$ cat src/rtl/calc_latmon_pkg.sv
// calc_latmon_pkg: shared FSM state type and default widths for calc_latency_monitor (rev 1.0)
// Optional feature macro used by this block: CALC_LATMON_STARVE_EN
`default_nettype none

package calc_latmon_pkg;

  typedef enum logic [0:0] {
    IDLE = 1'b0,
    WAIT = 1'b1
  } state_e;

  localparam int DEF_NUM_PORTS    = 4;
  localparam int DEF_CMD_W        = 4;
  localparam int DEF_RESP_W       = 2;
  localparam int DEF_LAT_W        = 16;
  localparam int DEF_CNT_W        = 32;
  localparam int DEF_STARVE_LIMIT = 64;

endpackage

`default_nettype wire

$ cat src/rtl/calc_latmon_port.sv
// calc_latmon_port: one monitored port -- FSM, saturating latency timer, statistics, sticky flags (rev 1.0)
// Starvation detection is compiled in only with CALC_LATMON_STARVE_EN defined.
`default_nettype none

module calc_latmon_port
  import calc_latmon_pkg::*;
#(
  parameter int CMD_W  = DEF_CMD_W,
  parameter int RESP_W = DEF_RESP_W,
  parameter int LAT_W  = DEF_LAT_W,
  parameter int CNT_W  = DEF_CNT_W
`ifdef CALC_LATMON_STARVE_EN
  ,
  parameter int STARVE_LIMIT = DEF_STARVE_LIMIT
`endif
) (
  input  logic              clk_i,
  input  logic              rst_i,
  input  logic              enable_i,
  input  logic              clear_i,
  input  logic [CMD_W-1:0]  cmd_i,
  input  logic [RESP_W-1:0] resp_i,
  output logic [CNT_W-1:0]  count_o,
  output logic [CNT_W-1:0]  total_o,
  output logic [LAT_W-1:0]  min_o,
  output logic [LAT_W-1:0]  max_o,
  output logic              done_o,
  output logic              starve_o,
  output logic              proto_err_o
);

  state_e           state_q;
  logic [LAT_W-1:0] lat_q;
  logic [CNT_W-1:0] count_q;
  logic [CNT_W-1:0] total_q;
  logic [LAT_W-1:0] min_q;
  logic [LAT_W-1:0] max_q;
  logic             done_q;
  logic             starve_q;
  logic             err_q;

  logic             cmd_v;
  logic             resp_v;
  logic             complete;
  logic             err_set;
  logic             starve_hit;
  logic [LAT_W-1:0] lat_d;
  logic [CNT_W-1:0] count_d;
  logic [CNT_W:0]   total_sum;
  logic [CNT_W-1:0] total_d;
  logic [LAT_W-1:0] min_d;
  logic [LAT_W-1:0] max_d;

  always_comb begin
    cmd_v     = |cmd_i;
    resp_v    = |resp_i;
    complete  = (state_q == WAIT) && resp_v;
    // A response with no open request, or a command on top of one, is a protocol error.
    err_set   = (state_q == WAIT) ? cmd_v : resp_v;
    lat_d     = (lat_q == '1) ? lat_q : lat_q + LAT_W'(1);
    count_d   = (count_q == '1) ? count_q : count_q + CNT_W'(1);
    total_sum = {1'b0, total_q} + (CNT_W+1)'(lat_q);
    total_d   = total_sum[CNT_W] ? '1 : total_sum[CNT_W-1:0];
    min_d     = (lat_q < min_q) ? lat_q : min_q;
    max_d     = (lat_q > max_q) ? lat_q : max_q;
  end

`ifdef CALC_LATMON_STARVE_EN
  assign starve_hit = (state_q == WAIT) && (lat_q == LAT_W'(STARVE_LIMIT));
`else
  assign starve_hit = 1'b0;
`endif

  always_ff @(posedge clk_i or posedge rst_i) begin
    if (rst_i) begin
      state_q  <= IDLE;
      lat_q    <= '0;
      count_q  <= '0;
      total_q  <= '0;
      min_q    <= '1;
      max_q    <= '0;
      done_q   <= 1'b0;
      starve_q <= 1'b0;
      err_q    <= 1'b0;
    end else begin
      done_q <= complete;
      case (state_q)
        IDLE: begin
          if (enable_i && cmd_v) begin
            state_q <= WAIT;
            lat_q   <= LAT_W'(1);
          end
        end
        WAIT: begin
          if (resp_v) begin
            state_q <= IDLE;
          end else begin
            lat_q <= lat_d;
          end
        end
        default: state_q <= IDLE;
      endcase
      // clear takes priority over a same-cycle completion or flag event; FSM and timer keep running.
      if (clear_i) begin
        count_q  <= '0;
        total_q  <= '0;
        min_q    <= '1;
        max_q    <= '0;
        starve_q <= 1'b0;
        err_q    <= 1'b0;
      end else begin
        if (complete) begin
          count_q <= count_d;
          total_q <= total_d;
          min_q   <= min_d;
          max_q   <= max_d;
        end
        if (err_set) begin
          err_q <= 1'b1;
        end
        if (starve_hit) begin
          starve_q <= 1'b1;
        end
      end
    end
  end

  assign count_o     = count_q;
  assign total_o     = total_q;
  assign min_o       = min_q;
  assign max_o       = max_q;
  assign done_o      = done_q;
  assign starve_o    = starve_q;
  assign proto_err_o = err_q;

endmodule

`default_nettype wire

$ cat src/rtl/calc_latency_monitor.sv
// calc_latency_monitor: per-port request/response latency statistics with registered read-back (rev 1.0)
// Define CALC_LATMON_STARVE_EN to enable sticky starvation flags at STARVE_LIMIT cycles.
`default_nettype none

module calc_latency_monitor
  import calc_latmon_pkg::*;
#(
  parameter int NUM_PORTS    = DEF_NUM_PORTS,
  parameter int CMD_W        = DEF_CMD_W,
  parameter int RESP_W       = DEF_RESP_W,
  parameter int LAT_W        = DEF_LAT_W,
  parameter int CNT_W        = DEF_CNT_W,
  parameter int STARVE_LIMIT = DEF_STARVE_LIMIT,
  localparam int PORT_W      = (NUM_PORTS > 1) ? $clog2(NUM_PORTS) : 1
) (
  input  logic                        c_clk,
  input  logic                        reset,
  input  logic                        enable,
  input  logic                        clear,
  input  logic [NUM_PORTS*CMD_W-1:0]  req_cmd_in,
  input  logic [NUM_PORTS*RESP_W-1:0] out_resp,
  input  logic [PORT_W-1:0]           rd_port,
  output logic [CNT_W-1:0]            rd_count,
  output logic [CNT_W-1:0]            rd_total,
  output logic [LAT_W-1:0]            rd_min,
  output logic [LAT_W-1:0]            rd_max,
  output logic [NUM_PORTS-1:0]        done_mask,
  output logic [NUM_PORTS-1:0]        starve,
  output logic [NUM_PORTS-1:0]        proto_err,
  output logic                        report_valid
);

  if (NUM_PORTS < 1 || NUM_PORTS > 16 || STARVE_LIMIT < 1 || CNT_W < LAT_W) begin : g_cfg_check
    $error("calc_latency_monitor: unsupported parameter combination");
  end

  logic [CNT_W-1:0] port_count [NUM_PORTS];
  logic [CNT_W-1:0] port_total [NUM_PORTS];
  logic [LAT_W-1:0] port_min   [NUM_PORTS];
  logic [LAT_W-1:0] port_max   [NUM_PORTS];

  for (genvar p = 0; p < NUM_PORTS; p++) begin : g_port
    calc_latmon_port #(
      .CMD_W  (CMD_W),
      .RESP_W (RESP_W),
      .LAT_W  (LAT_W),
      .CNT_W  (CNT_W)
`ifdef CALC_LATMON_STARVE_EN
      ,
      .STARVE_LIMIT (STARVE_LIMIT)
`endif
    ) u_port (
      .clk_i       (c_clk),
      .rst_i       (reset),
      .enable_i    (enable),
      .clear_i     (clear),
      .cmd_i       (req_cmd_in[p*CMD_W +: CMD_W]),
      .resp_i      (out_resp[p*RESP_W +: RESP_W]),
      .count_o     (port_count[p]),
      .total_o     (port_total[p]),
      .min_o       (port_min[p]),
      .max_o       (port_max[p]),
      .done_o      (done_mask[p]),
      .starve_o    (starve[p]),
      .proto_err_o (proto_err[p])
    );
  end

  logic             enable_q;
  logic             report_valid_q;
  logic [CNT_W-1:0] rd_count_d, rd_count_q;
  logic [CNT_W-1:0] rd_total_d, rd_total_q;
  logic [LAT_W-1:0] rd_min_d,   rd_min_q;
  logic [LAT_W-1:0] rd_max_d,   rd_max_q;

  always_comb begin
    rd_count_d = '0;
    rd_total_d = '0;
    rd_min_d   = '0;
    rd_max_d   = '0;
    if (32'(rd_port) < NUM_PORTS) begin
      rd_count_d = port_count[rd_port];
      rd_total_d = port_total[rd_port];
      rd_min_d   = port_min[rd_port];
      rd_max_d   = port_max[rd_port];
    end
  end

  always_ff @(posedge c_clk or posedge reset) begin
    if (reset) begin
      enable_q       <= 1'b0;
      report_valid_q <= 1'b0;
      rd_count_q     <= '0;
      rd_total_q     <= '0;
      rd_min_q       <= '0;
      rd_max_q       <= '0;
    end else begin
      enable_q       <= enable;
      report_valid_q <= enable_q & ~enable;
      rd_count_q     <= rd_count_d;
      rd_total_q     <= rd_total_d;
      rd_min_q       <= rd_min_d;
      rd_max_q       <= rd_max_d;
    end
  end

  assign rd_count     = rd_count_q;
  assign rd_total     = rd_total_q;
  assign rd_min       = rd_min_q;
  assign rd_max       = rd_max_q;
  assign report_valid = report_valid_q;

endmodule

`default_nettype wire

$ cat config.mk
export PLATFORM = sky130hd
export DESIGN_NAME = calc_latency_monitor
export DESIGN_NICKNAME = d
export VERILOG_FILES = /design/src/rtl/calc_latmon_pkg.sv /design/src/rtl/calc_latmon_port.sv /design/src/rtl/calc_latency_monitor.sv
export SDC_FILE = /design/constraint.sdc
export NUM_CORES = 2
export LEC_CHECK = 0
export ABC_AREA = 1
export BUFFER_PORTS_ARGS = -buffer_cell sky130_fd_sc_hd__buf_2
export CORE_MARGIN = 8
export CORE_UTILIZATION = 61
export CTS_CLUSTER_SIZE = 20
export DETAILED_ROUTE_END_ITERATION = 12
export HOLD_SLACK_MARGIN = 0.06
export PLACE_DENSITY = 0.83
export SLEW_MARGIN = 15
export SYNTH_ARGS = -nofsm -noshare
export SYNTH_HDL_FRONTEND = slang
export SYNTH_HIERARCHICAL = 1
export SYNTH_SLANG_ARGS = --single-unit
$ cat constraint.sdc
create_clock -name c_clk -period 9.7 [get_ports c_clk]
set_clock_uncertainty 0.2 [all_clocks]
set_input_delay 0 -clock c_clk [delete_from_list [all_inputs] [get_ports c_clk]]
set_output_delay 0 -clock c_clk [all_outputs]
set_load 0.03 [all_outputs]
==> parameters.txt <==
Parameter                              Value

Yosys
  Warning count from the yosys run ... 6
  Mean instance size in the synthesized netlist ... 6.68 sq um
  Cell type with the largest total area after synthesis ... dfrtp_1
  Complex-gate fraction of the synthesized area ... 0.0698
  Number of enable flip-flop cells after synthesis ... 0
  Synth cell types ... 46
  Multiplexer share of the synthesized area ... 0
  Post-synthesis net count ... 6172
  Post-synthesis register bit count ... 558
  Dominant cells by area after synthesis ... dfrtp_1, nand2_1, inv_1
  Commonest register cell after synthesis ... dfrtp_1
  Adder-cell area share of the yosys netlist ... 0.0638
  Fraction of synthesized cell area taken by the top area cell type ... 0.311
  Count of mapped cells out of synthesis ... 5942
  Cell Area, Synth ... 39700 sq um
  Top cell types by occurrence after synthesis ... nand2_1, inv_1, nand3_1
  Sequential element share of the synthesized area ... 0.354
  Main combinational cell family by area after synthesis ... simple AND/OR/NAND/NOR gates
  Simple-Gate Fraction of Synth Area ... 0.364
  Synthesized-area fraction occupied by xor and xnor cells ... 0.0300
  Most repeated cell in the gate-level netlist after synthesis ... nand2_1
  Async set-or-reset flop fraction in the synthesized netlist ... 1.00

Global route
  Antenna violations before repair ... 2
  Via count of the first global-routing pass ... 36100
  Pin count of the biggest net entering global routing ... 104
  Global-route wire length before repair ... 193 mm
  GR Overflow Total ... 0
  GRT Resource Usage Total ... 0.320

Place
  Routability congestion estimate ... 1.05
  Detailed-placement wirelength estimate ... 88.3 mm
  Count of input and output buffers ... 134

Hold path
  Kind of path behind the tightest hold check ... input port to flop
  Hold path depth ... 2

Finish
  Fraction of final layout cells with drive strength greater than 1 ... 0.0754
  Final #Nets ... 6228
  Number of inserted filler cells in the final layout ... 5784
  Sequential cell area ... 14000 sq um
  P&R area growth vs syn ... 8.65%
  Combined area of the multi-input logic cells ... 21000 sq um

Floorplanning
  Effective utilization at floorplan ... 0.616
  Die footprint ... 73500 sq um
  Die span in x ... 271 um
  Number of placement rows ... 93
  Core box area ... 64500 sq um
  Vertical extent of the die ... 271 um
  I/O pin cnt ... 139

Timing
  Final Critical Period ... 3.63 ns
  Actual transition at the worst max-transition pin ... 1.14 ns
  Upper clock frequency limit ... 0.275 GHz
  Final count of hold timing violations ... 0
  RSZ-0062 raised after global routing ... no
  Setup violations, final ... 0
  Accumulated negative setup slack ... 0 ns
  Max-slew violation count ... 0
  Worst hold margin ... 0.0925 ns
  Relative max-transition margin ... 0.240
  Share of the clock period used by the worst path after layout ... 0.374

Clocking
  Latest clock arrival within the worst-skew pair ... 0.64 ns
  Clock-pin slew on the worst setup and hold paths ... 0.06 ns
  Deepest clock path buffer count ... 3
  Number of H-tree levels ... 2
  Cell at the root of the clock tree ... clkbuf_16
  CTS tree ... yes
  Number of clock sinks ... 558
  CTS Buf Count ... 61
  Quantity of gates resized following cts ... 0

Setup path
  Library cell appearing most often on the critical path ... dlygate4sd3_1
  Critical-path top delay cell ... nand2_2
  Max stage delay on crit path ... 0.78 ns
  CP Data Required Time ... 10.01 ns
  Max Fanout on Critical Path ... 58
  Cell count of the worst reg-to-reg path ... 9
  CP startpoint kind ... input port
  Worst EP arrival ... 3.95 ns
  Crit Path Class ... input port to flop
  Sort of element at the end of the critical path ... flop
  Number of cells on the critical path ... 13
  CP bufs+invs ... 7
  CP cell instances ... dlygate4sd3_1, buf_2, dlygate4sd3_1, nor2_1, dlygate4sd3_1, nor2_4, nor2_2, buf_4, inv_1, nand2_2, inv_2, nand4_1, o21ai_1
  Cell family with the largest share of critical-path delay ... buffers and inverters

Flow run
  Max-cap check violation count ... 0

Routing
  Number of vias in the routed layout ... 39000
  Count of antenna-violating nets left after detailed routing ... 0
  Average wire per standard cell ... 17.5 um
  Final wirelength ... 121 mm
  Router iterations before antenna repair ... 6
  DRT iter0 DRCs ... 4456
  Vias per cell ... 5.65
  Drt drc ... 0

Power
  Power per Cell Area ... 159 nW/um^2
  Leakage power figure ... 22.5 nW
  VDD IR max ... 141 uV

Run status
  Result of the run ... completed
-- layout by cell type (no fill, tap or decap), types with 5 or more instances in the layout --
master	n
a21oi_1	140
a31oi_1	8
and2_1	9
buf_2	131
buf_4	21
bufinv_16	10
clkbuf_1	15
clkbuf_16	63
clkbuf_8	11
clkinv_2	8
dfrtp_1	494
dfstp_2	64
dlygate4sd3_1	35
ha_1	196
inv_1	943
inv_2	23
inv_4	5
nand2_1	2103
nand2_2	14
nand3_1	577
nand3b_1	28
nand4_1	108
nor2_1	320
nor2_2	15
nor2_4	16
nor3_1	134
nor3_2	7
nor4_1	8
o21a_1	8
o21ai_0	112
o21ai_1	125
o21ai_2	7
o31ai_1	72
or2_2	28
xnor2_1	40
xor2_1	96
-- timing repair --
item / CTS / global route
hold buffers: 35 / 0
setup buffers: 0 / 0
endpoints found under the hold margin: 628 / 0
endpoints found under the setup margin: 0 / 0
-- power breakdown --
group          switching (mW)  total [mW]  leakage (nW)  internal, mW
clock network            1.01        2.54          1.06          1.54
logic                    1.17        1.58          14.1         0.417
registers               0.185        2.72          7.40          2.53
-- final cells by class --
class / instances / area share
antenna: 2 / 0.000116
clock buffer: 89 / 0.0413
clock inverter: 24 / 0.00919
inverter: 975 / 0.0853
multi-input combinational: 4214 / 0.487
sequential: 558 / 0.325
tap: 855 / 0.0248
timing repair buffer: 188 / 0.0272
-- through the flow --
| step | util | instance area (sq um) | setup slack (ns) | total power [mW] | cells |
|---|---|---|---|---|---|
| floorplan | - | 39700 | 6.48 | 3.87 | 5942 |
| detailed placement | 0.630 | 40600 | 6.76 | 4.28 | 6755 |
| global placement | 0.630 | 40600 | 6.78 | 4.24 | 6755 |
| finish | 0.669 | 43200 | 6.07 | 6.85 | 6905 |
| CTS | 0.669 | 43100 | 6.17 | 6.84 | 6903 |
| global route | 0.669 | 43100 | 5.91 | 7.15 | 6904 |
-- state kept, by name, indices dropped and copies added (netlist names), 32 cells and up --
| signal | count |
|---|---|
| g_port.u_port/min_o | 64 |
| g_port.u_port/max_o | 64 |
| g_port.u_port/lat_q | 64 |
| g_port.u_port/total_o | 128 |
| rd_count | 32 |
| g_port.u_port/count_o | 128 |
| rd_total | 32 |
-- worst paths after layout --
kind	start	end	slack, ns
max	out_resp[6]	g_port[3].u_port/count_o[26]	6.07
min reg2reg	enable_q	report_valid	0.26
min in group asynchronous	reset	g_port[1].u_port/count_o[2]	0.52
max in group asynchronous	reset	g_port[3].u_port/total_o[28]	6.64
min	enable	enable_q	0.09
max reg2reg	g_port[1].u_port/state_q	g_port[1].u_port/count_o[3]	6.67
-- logic make-up after synthesis --
kind of cell	count (synthesis)
DFF	558
other	4
adders and majority gates	200
xor gates and xnor gates	136
buffers and inverters	1170
and+or+nand+nor	3386
AOI/OAI and AO/OA	488
-- routing by layer --
layer | part of all wire | vias to the layer above | track usage
met4 | 0.043 | 2 | 0.127
li1 | - | 18800 | -
met5 | 0.00011 | - | 0
met3 | 0.088 | 305 | 0.0536
met1 | 0.43 | 18100 | 0.450
met2 | 0.44 | 1778 | 0.492
(Power assumes the default switching activity.)
